### src/rtl/grid_pkg.sv
// Shared cell/state encodings, button indices and colour codes for the grid game.
package grid_pkg;

  typedef enum logic [1:0] {
    CELL_EMPTY = 2'b00,
    CELL_P1    = 2'b01,
    CELL_P2    = 2'b10
  } cell_t;

  typedef enum logic [1:0] {
    GS_PLAY = 2'b00,
    GS_WIN  = 2'b01,
    GS_DRAW = 2'b10
  } game_state_t;

  localparam int NUM_BTN    = 5;
  localparam int BTN_UP     = 0;
  localparam int BTN_DOWN   = 1;
  localparam int BTN_LEFT   = 2;
  localparam int BTN_RIGHT  = 3;
  localparam int BTN_CENTER = 4;

  // {R,G,B}
  localparam logic [2:0] COL_BLACK  = 3'b000;
  localparam logic [2:0] COL_GRID   = 3'b100;
  localparam logic [2:0] COL_CURSOR = 3'b010;
  localparam logic [2:0] COL_P1     = 3'b001;
  localparam logic [2:0] COL_P2     = 3'b110;

  function automatic cell_t player_cell(input logic player);
    return player ? CELL_P2 : CELL_P1;
  endfunction

endpackage

### src/rtl/grid_game_board_vga_btn_edge_sampler.sv
// Button front end: two-flop synchroniser, sampling prescaler and rising-edge detect.
module btn_edge_sampler #(
  parameter int WIDTH    = 5,
  parameter int DEB_BITS = 18
) (
  input  logic             board_clk,
  input  logic             reset,
  input  logic [WIDTH-1:0] btn_raw,
  output logic [WIDTH-1:0] press
);

  logic [WIDTH-1:0]    sync1_reg;
  logic [WIDTH-1:0]    sync2_reg;
  logic [WIDTH-1:0]    sampled_reg;
  logic [DEB_BITS-1:0] presc_reg;
  logic                tick;

  assign tick = &presc_reg;

  always_ff @(posedge board_clk or posedge reset) begin
    if (reset) begin
      sync1_reg   <= '0;
      sync2_reg   <= '0;
      sampled_reg <= '0;
      presc_reg   <= '0;
    end else begin
      sync1_reg <= btn_raw;
      sync2_reg <= sync1_reg;
      presc_reg <= presc_reg + 1'b1;
      if (tick)
        sampled_reg <= sync2_reg;
    end
  end

  // The value about to be sampled, compared against the previous sample, only on the tick.
  assign press = {WIDTH{tick}} & sync2_reg & ~sampled_reg;

endmodule

### src/rtl/grid_game_board_vga.sv
// NxN two-player grid game: button-driven cursor, marking, win/draw detection and VGA rendering.
module grid_game_board_vga
  import grid_pkg::*;
#(
  parameter int GRID_N   = 3,
  parameter int CELL_PX  = 120,
  parameter int ORIGIN_X = 60,
  parameter int ORIGIN_Y = 60,
  parameter int BORDER   = 3,
  parameter int DEB_BITS = 18
) (
  input  logic                      board_clk,
  input  logic                      reset,
  input  logic                      pix_ce,
  input  logic [9:0]                pix_x,
  input  logic [9:0]                pix_y,
  input  logic                      in_display,
  input  logic                      btn_up,
  input  logic                      btn_down,
  input  logic                      btn_left,
  input  logic                      btn_right,
  input  logic                      btn_center,
  output logic                      vga_r,
  output logic                      vga_g,
  output logic                      vga_b,
  output logic [$clog2(GRID_N)-1:0] cursor_row,
  output logic [$clog2(GRID_N)-1:0] cursor_col,
  output logic                      cur_player,
  output logic [1:0]                game_state,
  output logic                      winner
);

  localparam int IDXW = $clog2(GRID_N);
  localparam int NC   = GRID_N * GRID_N;
  localparam int CW   = $clog2(NC);
  localparam logic [IDXW-1:0] LAST_IDX = IDXW'(GRID_N - 1);
  localparam logic [9:0] NEAR_LO = 10'(BORDER);
  localparam logic [9:0] NEAR_HI = 10'(CELL_PX - BORDER);
  localparam logic [9:0] MARK_LO = 10'(2 * BORDER);
  localparam logic [9:0] MARK_HI = 10'(CELL_PX - 2 * BORDER);

  logic [NUM_BTN-1:0] btn_press;

  btn_edge_sampler #(.WIDTH(NUM_BTN), .DEB_BITS(DEB_BITS)) u_btn (
    .board_clk (board_clk),
    .reset     (reset),
    .btn_raw   ({btn_center, btn_right, btn_left, btn_down, btn_up}),
    .press     (btn_press)
  );

  game_state_t     state_reg, state_next;
  cell_t           board_reg [NC];
  logic [IDXW-1:0] row_reg, col_reg;
  logic            player_reg, last_mover_reg, winner_reg, eval_reg;
  logic            do_mark, do_clear, mv_up, mv_down, mv_left, mv_right;
  logic [CW-1:0]   cur_idx;

  assign cur_idx = CW'(row_reg) * CW'(GRID_N) + CW'(col_reg);

  // Ownership maps, plus a transposed copy so columns become contiguous slices.
  logic [NC-1:0]     own_p1, own_p2, own_p1_t, own_p2_t;
  logic [GRID_N-1:0] row_w1, row_w2, col_w1, col_w2, dg_1, dg_2, ad_1, ad_2;
  logic              win_any, board_full;

  genvar gi, gj;
  generate
    for (gi = 0; gi < GRID_N; gi++) begin : g_row
      for (gj = 0; gj < GRID_N; gj++) begin : g_col
        assign own_p1[gi*GRID_N+gj]   = (board_reg[gi*GRID_N+gj] == CELL_P1);
        assign own_p2[gi*GRID_N+gj]   = (board_reg[gi*GRID_N+gj] == CELL_P2);
        assign own_p1_t[gj*GRID_N+gi] = (board_reg[gi*GRID_N+gj] == CELL_P1);
        assign own_p2_t[gj*GRID_N+gi] = (board_reg[gi*GRID_N+gj] == CELL_P2);
      end
      assign row_w1[gi] = &own_p1[gi*GRID_N +: GRID_N];
      assign row_w2[gi] = &own_p2[gi*GRID_N +: GRID_N];
      assign col_w1[gi] = &own_p1_t[gi*GRID_N +: GRID_N];
      assign col_w2[gi] = &own_p2_t[gi*GRID_N +: GRID_N];
      assign dg_1[gi]   = own_p1[gi*GRID_N+gi];
      assign dg_2[gi]   = own_p2[gi*GRID_N+gi];
      assign ad_1[gi]   = own_p1[gi*GRID_N+GRID_N-1-gi];
      assign ad_2[gi]   = own_p2[gi*GRID_N+GRID_N-1-gi];
    end
  endgenerate

  assign win_any = (|row_w1) | (|row_w2) | (|col_w1) | (|col_w2)
                 | (&dg_1) | (&dg_2) | (&ad_1) | (&ad_2);
  assign board_full = &(own_p1 | own_p2);

  always_ff @(posedge board_clk or posedge reset) begin
    if (reset) state_reg <= GS_PLAY;
    else       state_reg <= state_next;
  end

  // eval_reg marks the clock after a board write, when the new board is settled.
  always_comb begin
    state_next = state_reg;
    case (state_reg)
      GS_PLAY: begin
        if (eval_reg && win_any)         state_next = GS_WIN;
        else if (eval_reg && board_full) state_next = GS_DRAW;
      end
      GS_WIN, GS_DRAW: begin
        if (btn_press[BTN_CENTER]) state_next = GS_PLAY;
      end
      default: state_next = GS_PLAY;
    endcase
  end

  always_comb begin
    do_mark  = 1'b0;
    do_clear = 1'b0;
    mv_up    = 1'b0;
    mv_down  = 1'b0;
    mv_left  = 1'b0;
    mv_right = 1'b0;
    if (state_reg == GS_PLAY) begin
      if (btn_press[BTN_CENTER])     do_mark  = (board_reg[cur_idx] == CELL_EMPTY);
      else if (btn_press[BTN_UP])    mv_up    = 1'b1;
      else if (btn_press[BTN_DOWN])  mv_down  = 1'b1;
      else if (btn_press[BTN_LEFT])  mv_left  = 1'b1;
      else if (btn_press[BTN_RIGHT]) mv_right = 1'b1;
    end else begin
      do_clear = btn_press[BTN_CENTER];
    end
  end

  always_ff @(posedge board_clk or posedge reset) begin
    if (reset) begin
      for (int i = 0; i < NC; i++) board_reg[i] <= CELL_EMPTY;
      row_reg        <= '0;
      col_reg        <= '0;
      player_reg     <= 1'b0;
      last_mover_reg <= 1'b0;
      winner_reg     <= 1'b0;
      eval_reg       <= 1'b0;
    end else begin
      eval_reg <= do_mark;
      if (do_clear) begin
        for (int i = 0; i < NC; i++) board_reg[i] <= CELL_EMPTY;
        row_reg    <= '0;
        col_reg    <= '0;
        player_reg <= 1'b0;
      end else begin
        if (do_mark) begin
          board_reg[cur_idx] <= player_cell(player_reg);
          player_reg         <= ~player_reg;
          last_mover_reg     <= player_reg;
        end
        if (mv_up)    row_reg <= (row_reg == '0)      ? LAST_IDX : row_reg - 1'b1;
        if (mv_down)  row_reg <= (row_reg == LAST_IDX) ? '0       : row_reg + 1'b1;
        if (mv_left)  col_reg <= (col_reg == '0)      ? LAST_IDX : col_reg - 1'b1;
        if (mv_right) col_reg <= (col_reg == LAST_IDX) ? '0       : col_reg + 1'b1;
      end
      if (state_reg == GS_PLAY && eval_reg && win_any)
        winner_reg <= last_mover_reg;
    end
  end

  assign cursor_row = row_reg;
  assign cursor_col = col_reg;
  assign cur_player = player_reg;
  assign game_state = state_reg;
  assign winner     = winner_reg;

  // Pixel path: boundary comparators locate the cell and the offset inside it.
  logic [9:0]      bx [GRID_N+1];
  logic [9:0]      by [GRID_N+1];
  logic [GRID_N:0] x_on, y_on;

  generate
    for (gi = 0; gi <= GRID_N; gi++) begin : g_bound
      assign bx[gi]   = 10'(ORIGIN_X + gi * CELL_PX);
      assign by[gi]   = 10'(ORIGIN_Y + gi * CELL_PX);
      assign x_on[gi] = (pix_x == bx[gi]);
      assign y_on[gi] = (pix_y == by[gi]);
    end
  endgenerate

  logic [IDXW-1:0] pcol, prow;
  logic [9:0]      x_left, y_top, x_off, y_off;
  logic            x_span, y_span, x_in, y_in;
  logic            grid_hit, cursor_hit, mark_hit;
  cell_t           pix_cell;
  logic [2:0]      colour, rgb_reg;

  always_comb begin
    pcol   = '0;
    prow   = '0;
    x_left = bx[0];
    y_top  = by[0];
    for (int k = 1; k < GRID_N; k++) begin
      if (pix_x >= bx[k]) begin
        pcol   = IDXW'(k);
        x_left = bx[k];
      end
      if (pix_y >= by[k]) begin
        prow  = IDXW'(k);
        y_top = by[k];
      end
    end
  end

  assign x_off    = pix_x - x_left;
  assign y_off    = pix_y - y_top;
  assign x_span   = (pix_x >= bx[0]) && (pix_x <= bx[GRID_N]);
  assign y_span   = (pix_y >= by[0]) && (pix_y <= by[GRID_N]);
  assign x_in     = (pix_x > bx[0]) && (pix_x < bx[GRID_N]) && !(|x_on);
  assign y_in     = (pix_y > by[0]) && (pix_y < by[GRID_N]) && !(|y_on);
  assign pix_cell = board_reg[CW'(prow) * CW'(GRID_N) + CW'(pcol)];

  assign grid_hit   = ((|x_on) && y_span) || ((|y_on) && x_span);
  assign cursor_hit = x_in && y_in && (prow == row_reg) && (pcol == col_reg)
                    && ((x_off <= NEAR_LO) || (x_off >= NEAR_HI)
                     || (y_off <= NEAR_LO) || (y_off >= NEAR_HI));
  assign mark_hit   = x_in && y_in && (pix_cell != CELL_EMPTY)
                    && (x_off >= MARK_LO) && (x_off <= MARK_HI)
                    && (y_off >= MARK_LO) && (y_off <= MARK_HI);

  always_comb begin
    colour = COL_BLACK;
    if (grid_hit)        colour = COL_GRID;
    else if (cursor_hit) colour = COL_CURSOR;
    else if (mark_hit)   colour = (pix_cell == CELL_P1) ? COL_P1 : COL_P2;
  end

  always_ff @(posedge board_clk or posedge reset) begin
    if (reset)       rgb_reg <= COL_BLACK;
    else if (pix_ce) rgb_reg <= in_display ? colour : COL_BLACK;
  end

  assign {vga_r, vga_g, vga_b} = rgb_reg;

endmodule

### config.mk
export PLATFORM = sky130hd
export DESIGN_NAME = grid_game_board_vga
export DESIGN_NICKNAME = d
export VERILOG_FILES = /design/src/rtl/grid_pkg.sv /design/src/rtl/grid_game_board_vga_btn_edge_sampler.sv /design/src/rtl/grid_game_board_vga.sv
export SDC_FILE = /design/constraint.sdc
export NUM_CORES = 1
export LEC_CHECK = 0
export CAP_MARGIN = 10
export CELL_PAD_IN_SITES_DETAIL_PLACEMENT = 1
export CELL_PAD_IN_SITES_GLOBAL_PLACEMENT = 2
export CORE_UTILIZATION = 40
export CTS_CLUSTER_SIZE = 40
export DETAILED_ROUTE_END_ITERATION = 10
export GPL_TIMING_DRIVEN = 0
export PLACE_DENSITY = 0.92
export SYNTH_ARGS = -nofsm -noshare
export SYNTH_HDL_FRONTEND = slang
export SYNTH_HIERARCHICAL = 1
export SYNTH_SLANG_ARGS = --single-unit
### constraint.sdc
create_clock -name board_clk -period 6.96 [get_ports board_clk]
set_input_delay 1.392 -clock board_clk [delete_from_list [all_inputs] [get_ports board_clk]]
set_output_delay 1.392 -clock board_clk [all_outputs]
set_load 0.05 [all_outputs]
==> results.md <==
* Status: complete, no violations
* Critical Path AT at between 5 and 6 ns
* Root Driver: clkbuf_16
* TritonCTS Buffers at 9
* Die width at ~110 µm
* Hold Path Class: reg2reg
* Critical Path Start: pix_x[7]
* Sequential-to-total area share from yosys stat at ~32%
* I/O pin count at 40
* Most instantiated cells after synthesis: dfrtp_1, inv_1, ha_1
* Fin. max-slew vios at 0
* Die Span Y at approximately 110 µm
* Static leakage power at 2.52 nW
* Ys Warns at 6
* # setup viols final at 0
* First drt pass iteration count at 4
* Count leader, synth: dfrtp_1
* Tot Pwr at approximately 1.1 mW
* Reg power frac at around a third
* Ant diodes at 0
* Internal Pwr Total at 0.800 mW
* Clock Pin Slew Worst Setup and Hold Paths at ~0.060 ns
* Routed WL per cell at ~18 µm
* First-pass GRT wire length at between 20 and 25 mm
* Worst r2r src: cursor_row[0]
* Synth unique cells at just under 80
* Hold slack at about 0.35 ns
* Clk_lat worst skew at ~0.33 ns
* Flop-to-flop setup slack at around 3.4 ns
* FF-to-FF path depth at 12
* Critical-path maximum fanout at 10
* Final net count at between 600 and 700
* Row Count at 40
* Area Overhead vs Synth at 19.9%
* Final setup TNS at 0 ns
* Clk buf depth at 2
* Sw frac at about 25%
* Mean post-synth cell area at about 9 µm²
* Initial core utilization at between 40% and 50%
* Mapped cell area at 5000 µm²
* GRT Total Usage at a little under a quarter
* Vias in the first global route at about 4,800
* Post-synth top area share at around a third
* Core Region at 12,100 µm²
* RSZ-0062 raised after global routing: no
* Max frequency at roughly 180 MHz
* Worst slew pin tran at between 0.9 and 1 ns
* Syn nets at 619
* Utilization after layout at between 40% and 50%
* Post-CTS Hold Fix Bufs at 0
* DR vias at between 4,000 and 5,000
* Slew headroom at between 30% and 40%
* Cells after synthesis at 541
* Global placer's final weighted congestion at between 0.9 and 1
* Post-CTS Setup Inserts at 0
* Via density per instance at roughly 5.8
* Number of flops mapped to enable cells by yosys at 0
* Number of DRC markers in iteration 0 at 296
* Largest cells by area after synthesis: dfrtp_1, ha_1, xnor2_1, inv_1, a21oi_1
* Main flop type after synthesis: dfrtp_1
* Clock Skews at 0.00634 ns
* Reg-to-Reg End: board_reg[3]
* Clock power frac at 49.4%
* CTS tree: built
* # placed instances at between 700 and 800
* Post-synth top area cell: dfrtp_1
* Antenna violations before repair at 0
* Share of cells above drive strength 1 at a little under a tenth
* Setup CP Type: in2reg
* Pwr dens at about 180 nW/µm²
* Worst setup endpoint: rgb_reg[0]
* Async S/R FF share, synth at 100%
* Drc violations at 0
* Die area at between 10,000 and 15,000 µm²
* Worst IR drop on VDD at between 0.00015 and 0.0002 V
* Yosys reg bits at 64
* Crit end category: flip-flop
* Logic pwr share at 15.4%
* DP HPWL at between 10 and 15 mm
* Endpoints failing hold at 0
* Crit path time final at about 5.6 ns
* Total gr overflow at 0
* Max_cap viols at 0
* Switching pwr at around 0.27 mW
* CTS sink count at 64
* Buffers on Ports at 38
* H-Tree Depth at 3
* Final worst-path cycle share at 79.9%
* Startpoint types: primary input
* Pin count of the biggest net entering global routing at 34
* Layout Cells excl Fill at 765
* Worst Path Required at a little over 7 ns
* Cells resized by post-CTS repair at 0
* Detailed Route WL at 14.0 mm
* Post-route ant nets at 0
==> through the flow <==
stage          area [µm²]  setup WS (ns)
2_1_floorplan        5000           2.39
3_3_place_gp         5590           1.13
3_5_place_dp         5590           1.06
4_1_cts              5940           1.40
5_1_grt              5990           1.05
6_report             5990           1.40
==> kinds of logic after synthesis <==
| kind of cell | count (synthesis) | share of synthesized area [%] |
|---|---|---|
| compound gates | 139 | 19.8 |
| mux | 12 | 3.48 |
| fa+ha+maj | 49 | 13.0 |
| flops | 64 | 32.1 |
| xor+xnor | 28 | 4.91 |
| simple gates | 178 | 21.0 |
| buf+inv | 71 | 5.76 |
==> metal layers <==
metal,part of all wire (%),track usage (%),up-vias
li1,-,-,2108
met1,45,28.4,2201
met2,51,41.5,67
met3,2.5,3.83,31
met4,2.1,8.16,0
met5,0,0,-
==> worst max-delay path, cell delays in order <==
cell and delay [ns]:
clkdlybuf4s50_1 0.46, buf_2 0.21, nor3_1 0.44, o21ai_0 0.26
mux2i_1 0.58, ha_1 0.29, ha_1 0.16, fa_1 0.50
mux4_2 0.27, nor2_1 0.04, o41ai_1 0.43, o211ai_1 0.13
nor3_1 0.21, nand4_2 0.16, o31ai_1 0.26
==> cells in the final DEF (no fill, tap or decap), drive strengths merged, types with 5 or more instances in the layout <==
cell           instances
nand2b                 7
clkdlybuf4s50         38
a21oi                 28
a211oi                 9
a222oi                 5
o211ai                 8
a31oi                  9
nor2b                 13
a21o                   5
fa                     5
xor2                   7
nor3                   7
nor4b                  7
dfrtp                 64
nor2                  35
inv                   50
or3                    5
clkbuf                22
buf                   12
nor4                   6
and4                   7
and3                   9
ha                    44
nor3b                  8
nand4                  9
nand2                 27
o22ai                  9
xnor2                 21
o21ai                 19
nand3                 20
mux2                   8
==> power by group through the flow <==
stage               Combinational (mW)  Clock [mW]  Sequential [mW]
floorplan                        0.108           0            0.383
global route                     0.183       0.553            0.377
global placement                 0.155           0            0.383
finish                           0.165       0.529            0.376
detailed placement               0.160           0            0.383
CTS                              0.161       0.541            0.376
==> how the worst min path moves through the flow <==
stage,from,end,cells past startpoint
after floorplan,u_btn/sync1_reg[0],u_btn/sync2_reg[0],0
final,u_btn/sync1_reg[1],u_btn/sync2_reg[1],0
after detailed placement,u_btn/sync1_reg[1],u_btn/sync2_reg[1],0
after CTS,u_btn/sync1_reg[1],u_btn/sync2_reg[1],0
after global routing,u_btn/sync1_reg[1],u_btn/sync2_reg[1],0
after global placement,u_btn/sync1_reg[1],u_btn/sync2_reg[1],0
==> area by class of cell <==
class / count / area (µm²)
Clock buffer: 9 / 225
Sequential cell: 64 / 1600
Multi-Input combinational cell: 406 / 3110
Fill cell: 1416 / 6120
Inverter: 48 / 180
Timing Repair Buffer: 40 / 435
Buffer: 23 / 108
Tap cell: 168 / 210
Clock inverter: 7 / 125
No activity file was read; power rests on OpenSTA's default activity.
